**src/rtl/up_counter_pkg.sv**
```systemverilog
// Shared constants and the wrap/saturate mode type for up_counter.
// Build option UPCOUNTER_SAT_EN selects saturating mode instead of wrapping.
package up_counter_pkg;

  localparam int CNT_WIDTH_DEFAULT = 3;

  typedef enum logic {
    MODE_WRAP = 1'b0,
    MODE_SAT  = 1'b1
  } cnt_mode_e;

`ifdef UPCOUNTER_SAT_EN
  localparam cnt_mode_e CNT_MODE = MODE_SAT;
`else
  localparam cnt_mode_e CNT_MODE = MODE_WRAP;
`endif

endpackage

```
**src/rtl/up_counter.sv**
```systemverilog
// Loadable modulo up-counter with programmable terminal value and done flag.
// Define UPCOUNTER_SAT_EN to hold at cnt_upto instead of wrapping.
module up_counter
  import up_counter_pkg::*;
#(
  parameter int CNT_WIDTH = CNT_WIDTH_DEFAULT
) (
  input  logic                 cnt_clk,
  input  logic                 cnt_rst_b,
  input  logic                 cnt_en,
  input  logic                 cnt_ld_en,
  input  logic [CNT_WIDTH-1:0] cnt_ld_val,
  input  logic [CNT_WIDTH-1:0] cnt_upto,
  output logic [CNT_WIDTH-1:0] cnt_out,
  output logic                 cnt_done
);

  logic [CNT_WIDTH-1:0] cnt_reg;
  logic [CNT_WIDTH-1:0] cnt_next;
  logic                 at_upto;

  assign at_upto = (cnt_reg == cnt_upto);

  always_comb begin
    cnt_next = cnt_reg;
    if (cnt_ld_en) begin
      cnt_next = cnt_ld_val;
    end else if (cnt_en) begin
      if (at_upto) begin
`ifdef UPCOUNTER_SAT_EN
        cnt_next = cnt_reg;
`else
        cnt_next = '0;
`endif
      end else begin
        // Values above cnt_upto roll over through the natural modulo.
        cnt_next = cnt_reg + CNT_WIDTH'(1);
      end
    end
  end

  always_ff @(posedge cnt_clk or posedge cnt_rst_b) begin
    if (cnt_rst_b) begin
      cnt_reg <= '0;
    end else begin
      cnt_reg <= cnt_next;
    end
  end

  assign cnt_out = cnt_reg;

`ifdef UPCOUNTER_SAT_EN
  // Saturated state keeps the flag up even with enable low.
  assign cnt_done = at_upto & ~cnt_ld_en;
`else
  assign cnt_done = cnt_en & at_upto & ~cnt_ld_en;
`endif

endmodule

```
**config.mk**
```make
export PLATFORM = sky130hd
export DESIGN_NAME = up_counter
export DESIGN_NICKNAME = d
export VERILOG_FILES = /design/src/rtl/up_counter_pkg.sv /design/src/rtl/up_counter.sv
export SDC_FILE = /design/constraint.sdc
export NUM_CORES = 1
export LEC_CHECK = 0
export ABC_AREA = 0
export CORE_AREA = 2 2 39 41
export DETAILED_ROUTE_END_ITERATION = 12
export DIE_AREA = 0 0 41 43
export PLACE_DENSITY_LB_ADDON = 0.05
export SETUP_SLACK_MARGIN = 0.3
export SKIP_CTS_REPAIR_TIMING = 1
export SKIP_LAST_GASP = 1
export SLEW_MARGIN = 5
export SYNTH_ARGS = -nofsm -noshare
export SYNTH_HDL_FRONTEND = slang
export SYNTH_SLANG_ARGS = --single-unit
```
**constraint.sdc**
```tcl
create_clock -name cnt_clk -period 1.45 [get_ports cnt_clk]
set_clock_uncertainty 0.2 [all_clocks]
set_input_delay 0.29 -clock cnt_clk [delete_from_list [all_inputs] [get_ports cnt_clk]]
set_output_delay 0.29 -clock cnt_clk [all_outputs]
set_load 0.1 [all_outputs]
```
# After elaboration in Yosys (flattened, before gate mapping)
# Index checks and enable logic that the tools add are counted.
# op_classes
add_sub_neg	1
eq_ne	1
mux	3
bitwise_logic	3
reduce_logical	1
# ops
op	count
$mux 3	3
$add 3x1->3 const B	1
$eq 3x3->1	1
$and 1x1->1	2
$reduce_bool 2->1	1
$not 1->1	1
# word_totals
register_bits	3
in_bits	10
output_inout_bits	4
word_cells	10

# Logic depth before layout (Yosys ltp)
# depth
word_depth	4
ltp_mapped	4
depth_no_buf	4

# Least setup slack after synthesis
# No wires, ideal clock.
# synth_path
kind	reg-to-output
start	register cnt_reg[0], in the netlist cnt_out[0]
end	output port cnt_done
arrival_ns	2.664
required_ns	0.960
setup_slack_ns	-1.704
path_stages_with_launch	4
path_buffers	0
path_cell_list	dfrtp_1 -> xor2_1 -> nor3_2 -> nor3b_2
# synth_via
elab_chain_cells	3
# synth_lines
item	line	source
start, declared	up_counter.sv:18	logic [CNT_WIDTH-1:0] cnt_reg;
start signal, assigned	up_counter.sv:46	cnt_reg <= cnt_next;
$eq 3x3->1	up_counter.sv:22	assign at_upto = (cnt_reg == cnt_upto);
$and 1x1->1 (2 in series)	up_counter.sv:56	assign cnt_done = cnt_en & at_upto & ~cnt_ld_en;
end, declared	up_counter.sv:15	output logic cnt_done
# Every way passes these cells.

# Final worst setup path
# layout_path
start	register cnt_reg[1], in the netlist cnt_out[1]
end	output port cnt_done
# The elaborated chain is that of the path after synthesis.

==> flow_summary.yaml <==
clock_network:
  cts-root-buf: "clkbuf_4"
  clkTransAtPathRegs_ns: 0.04
  numCtsBuffers: 3
  tritoncts: "built"
  cts_max_level: 1
  clk_latency_ns: 0.23
  clock_path_buffers: 2
  clkSinkCount: 3
finish:
  regArea_um2: 86.3
  nets: 63
  multiInputGateArea_um2: 188
  nFillCells: 151
  stdcell_count: 67
  syn_to_final_growth_pct: 147
  drive_gt1_share_pct: 51.0
  antenna_cells: 0
  largest_register_ffs: 3
  finish.instance_area_um2: 594
synthesis:
  avgSynthCellArea_um2: 9.61
  synth_area_leaders: "dfrtp_1, xor2_1, o41ai_2"
  synth_cells: 25
  synth_cell_type_count: 18
  synth-warning-count: 0
  synth_edf_count: 0
  synth_fp_nets: 36
  yosysMostFrequentCell: "xor2_1"
  yosys-top-cells-count: "xor2_1, dfrtp_1, inv_1, nand2_1"
  synthesis.area_um2: 240
  synth.top_cell.area_share_pct: 31.3
  postSynth.asyncResetShare_pct: 100
  synth_area_leader_cell: "dfrtp_1"
  synthFlopType: "dfrtp_1"
  synth-seq-cells: 3
  yosysSeqAreaShare_pct: 31.3
sta:
  setup_violations: 6
  max_freq_ghz: 0.496
  hold_viol: 0
  rsz0062_at_grt: "true"
  hold_slack_ns: 0.0197
  worst_pin_slew_ns: 0.274
  period_share_pct: 139
  slew_headroom_pct: 81.6
  final-max-slew-violation-count: 0
  setup_ws_ns: -0.564
  finalWorstPathRequiredPeriod_ns: 2.01
place:
  place_inst: 61
  placed_area_um2: 520
  hpwlAfterDp_um: 587
  place_ws_ns: -0.627
  globalplace.congestion: 0.668
  io_buffers: 13
grt:
  grt_pass1_vias: 285
  grt_pass1_wl_mm: 1.10
  antenna_found_initial: 0
  grt_max_degree: 9
  track_usage_pct: 9.87
  grt_overflow: 0
pwr:
  seqPwrFrac_pct: 19.9
  peakVddDrop_v: 0.000438
  power_frac_comb_pct: 54.6
  switching_power_w: 0.000221
  power.share.clock_pct: 25.5
  internal_power_w: 0.000353
  power.leakage_nw: 0.280
  powerDensity_mw_per_mm2: 967
  fin_total_pwr_w: 0.000574
  switching_share_pct: 38.6
drt:
  viasPerCell: 4.09
  met2_length_um: 375
  drt_iter0_markers: 0
  wl_met1_um: 249
  vias: 274
  dr.pass1.iters: 1
  drc: 0
  ant_nets: 0
  top_layer: "met4"
  avgRoutedWirePerCell_um: 9.97
  wl_met3_um: 34
  wl_um: 668
flow_run:
  drv_cap: 0
worst_setup_path:
  path_class: "flop to output pin"
  cp.depth: 4
  crit_end: "cnt_done"
  end_kind: "output pin"
  crit_fanout: 2
  rr_endpoint: "cnt_out[2]$_DFFE_PP0P_"
  cp_num_buf_inv: 1
  cp_slowest_stage_delay_ns: 0.48
  rr_worst_depth: 6
  reg2reg_from: "cnt_out[1]$_DFFE_PP0P_"
  critPathLaunch: "cnt_out[1]$_DFFE_PP0P_"
  r2r_setup_slack_ns: -0.24
  crit_family: "flip-flops"
  cpMaxStageDelayCell: "dfrtp_4"
  worstSetupStartpointType: "flop"
  crit_path_cell_trace: "xor2_2 -> nor3_2 -> nor3b_4 -> buf_12"
  critPathRequiredTime_ns: 0.96
  arrival_ns: 1.52
floorplanning:
  die_h_um: 43
  coreArea_mm2: 0.00138
  ioPinCount: 14
  die_w_um: 41
  start_util_pct: 17.4
  row_count: 14
  die_area_mm2: 0.00176
status:
  status: "complete, but fails checks"
  violations: "negative setup slack"
hold_path:
  hold_path.class: "input port to async pin"
[area by class of cell]
type,instances,share of cell area [%]
tap,16,3.37
sequential,3,14.5
multi-input combinational,19,31.6
timing repair buffer,23,44.8
inverter,2,1.26
clock buffer,4,4.42
[placed cells by master, fill, tap and decap left out, drive strengths merged]
master and instances:
nor2 1, xnor2 1, o41ai 1, o21ai 1, nor4 1, xor2 4, nand2 2, clkbuf 4
nor3 1, ha 1, o31ai 1, dfrtp 3, a22oi 1, clkdlybuf4s50 5, nor3b 2, nand3b 1
dlymetal6s2s 4, a21oi 1, inv 2, buf 14
[metal layers]
| metal | up-vias | global-route usage, % |
|---|---|---|
| met5 | - | 0 |
| met4 | 0 | 10.0 |
| met3 | 2 | 3.14 |
| met2 | 7 | 13.4 |
| met1 | 128 | 11.0 |
| li1 | 137 | - |
[stage by stage]
stage	util, %	setup TNS [ns]
floorplan	-	-1.16
global placement	37.6	-1.51
detailed placement	37.6	-1.45
CTS	39.5	-1.23
global route	42.9	-1.54
finish	42.9	-1.16
[worst reg2reg max path, cell delays in order, from the launching register on]
cell	delay, ns
dfrtp_4	0.48
buf_4	0.14
buf_6	0.12
ha_2	0.17
xnor2_1	0.11
nor4_1	0.21
o31ai_1	0.13
[kinds of logic after synthesis]
group	count (synthesis)	share of synthesized area (%)
XOR/XNOR	5	18.2
flip-flops	3	31.2
AO/OA/AOI/OAI	5	17.2
buffers and inverters	3	5.21
adder cells (fa/ha/maj)	1	5.21
AND/OR/NAND/NOR	8	22.9
[power by group through the flow]
| stage | Combinational [W] | Clock [W] | Sequential, W |
|---|---|---|---|
| finish | 0.000314 | 0.000147 | 0.000114 |
| global route | 0.000332 | 0.000177 | 0.000116 |
| CTS | 0.000292 | 0.000157 | 0.000114 |
| detailed placement | 0.000291 | 0 | 0.000116 |
| global placement | 0.000290 | 0 | 0.000116 |
| floorplan | 0.0000722 | 0 | 0.000203 |
[worst min path at each step]
stage,end,slack [ns],depth (start not counted)
after detailed placement,cnt_out[2]$_DFFE_PP0P_,0.27,2
after global routing,cnt_out[1]$_DFFE_PP0P_,0.03,2
after global placement,cnt_out[2]$_DFFE_PP0P_,0.26,2
after floorplan,cnt_out[0]$_DFFE_PP0P_,-0.16,1
after CTS,cnt_out[2]$_DFFE_PP0P_,0.01,2
final,cnt_out[2]$_DFFE_PP0P_,0.02,2
No activity file was read; power rests on OpenSTA's default activity.
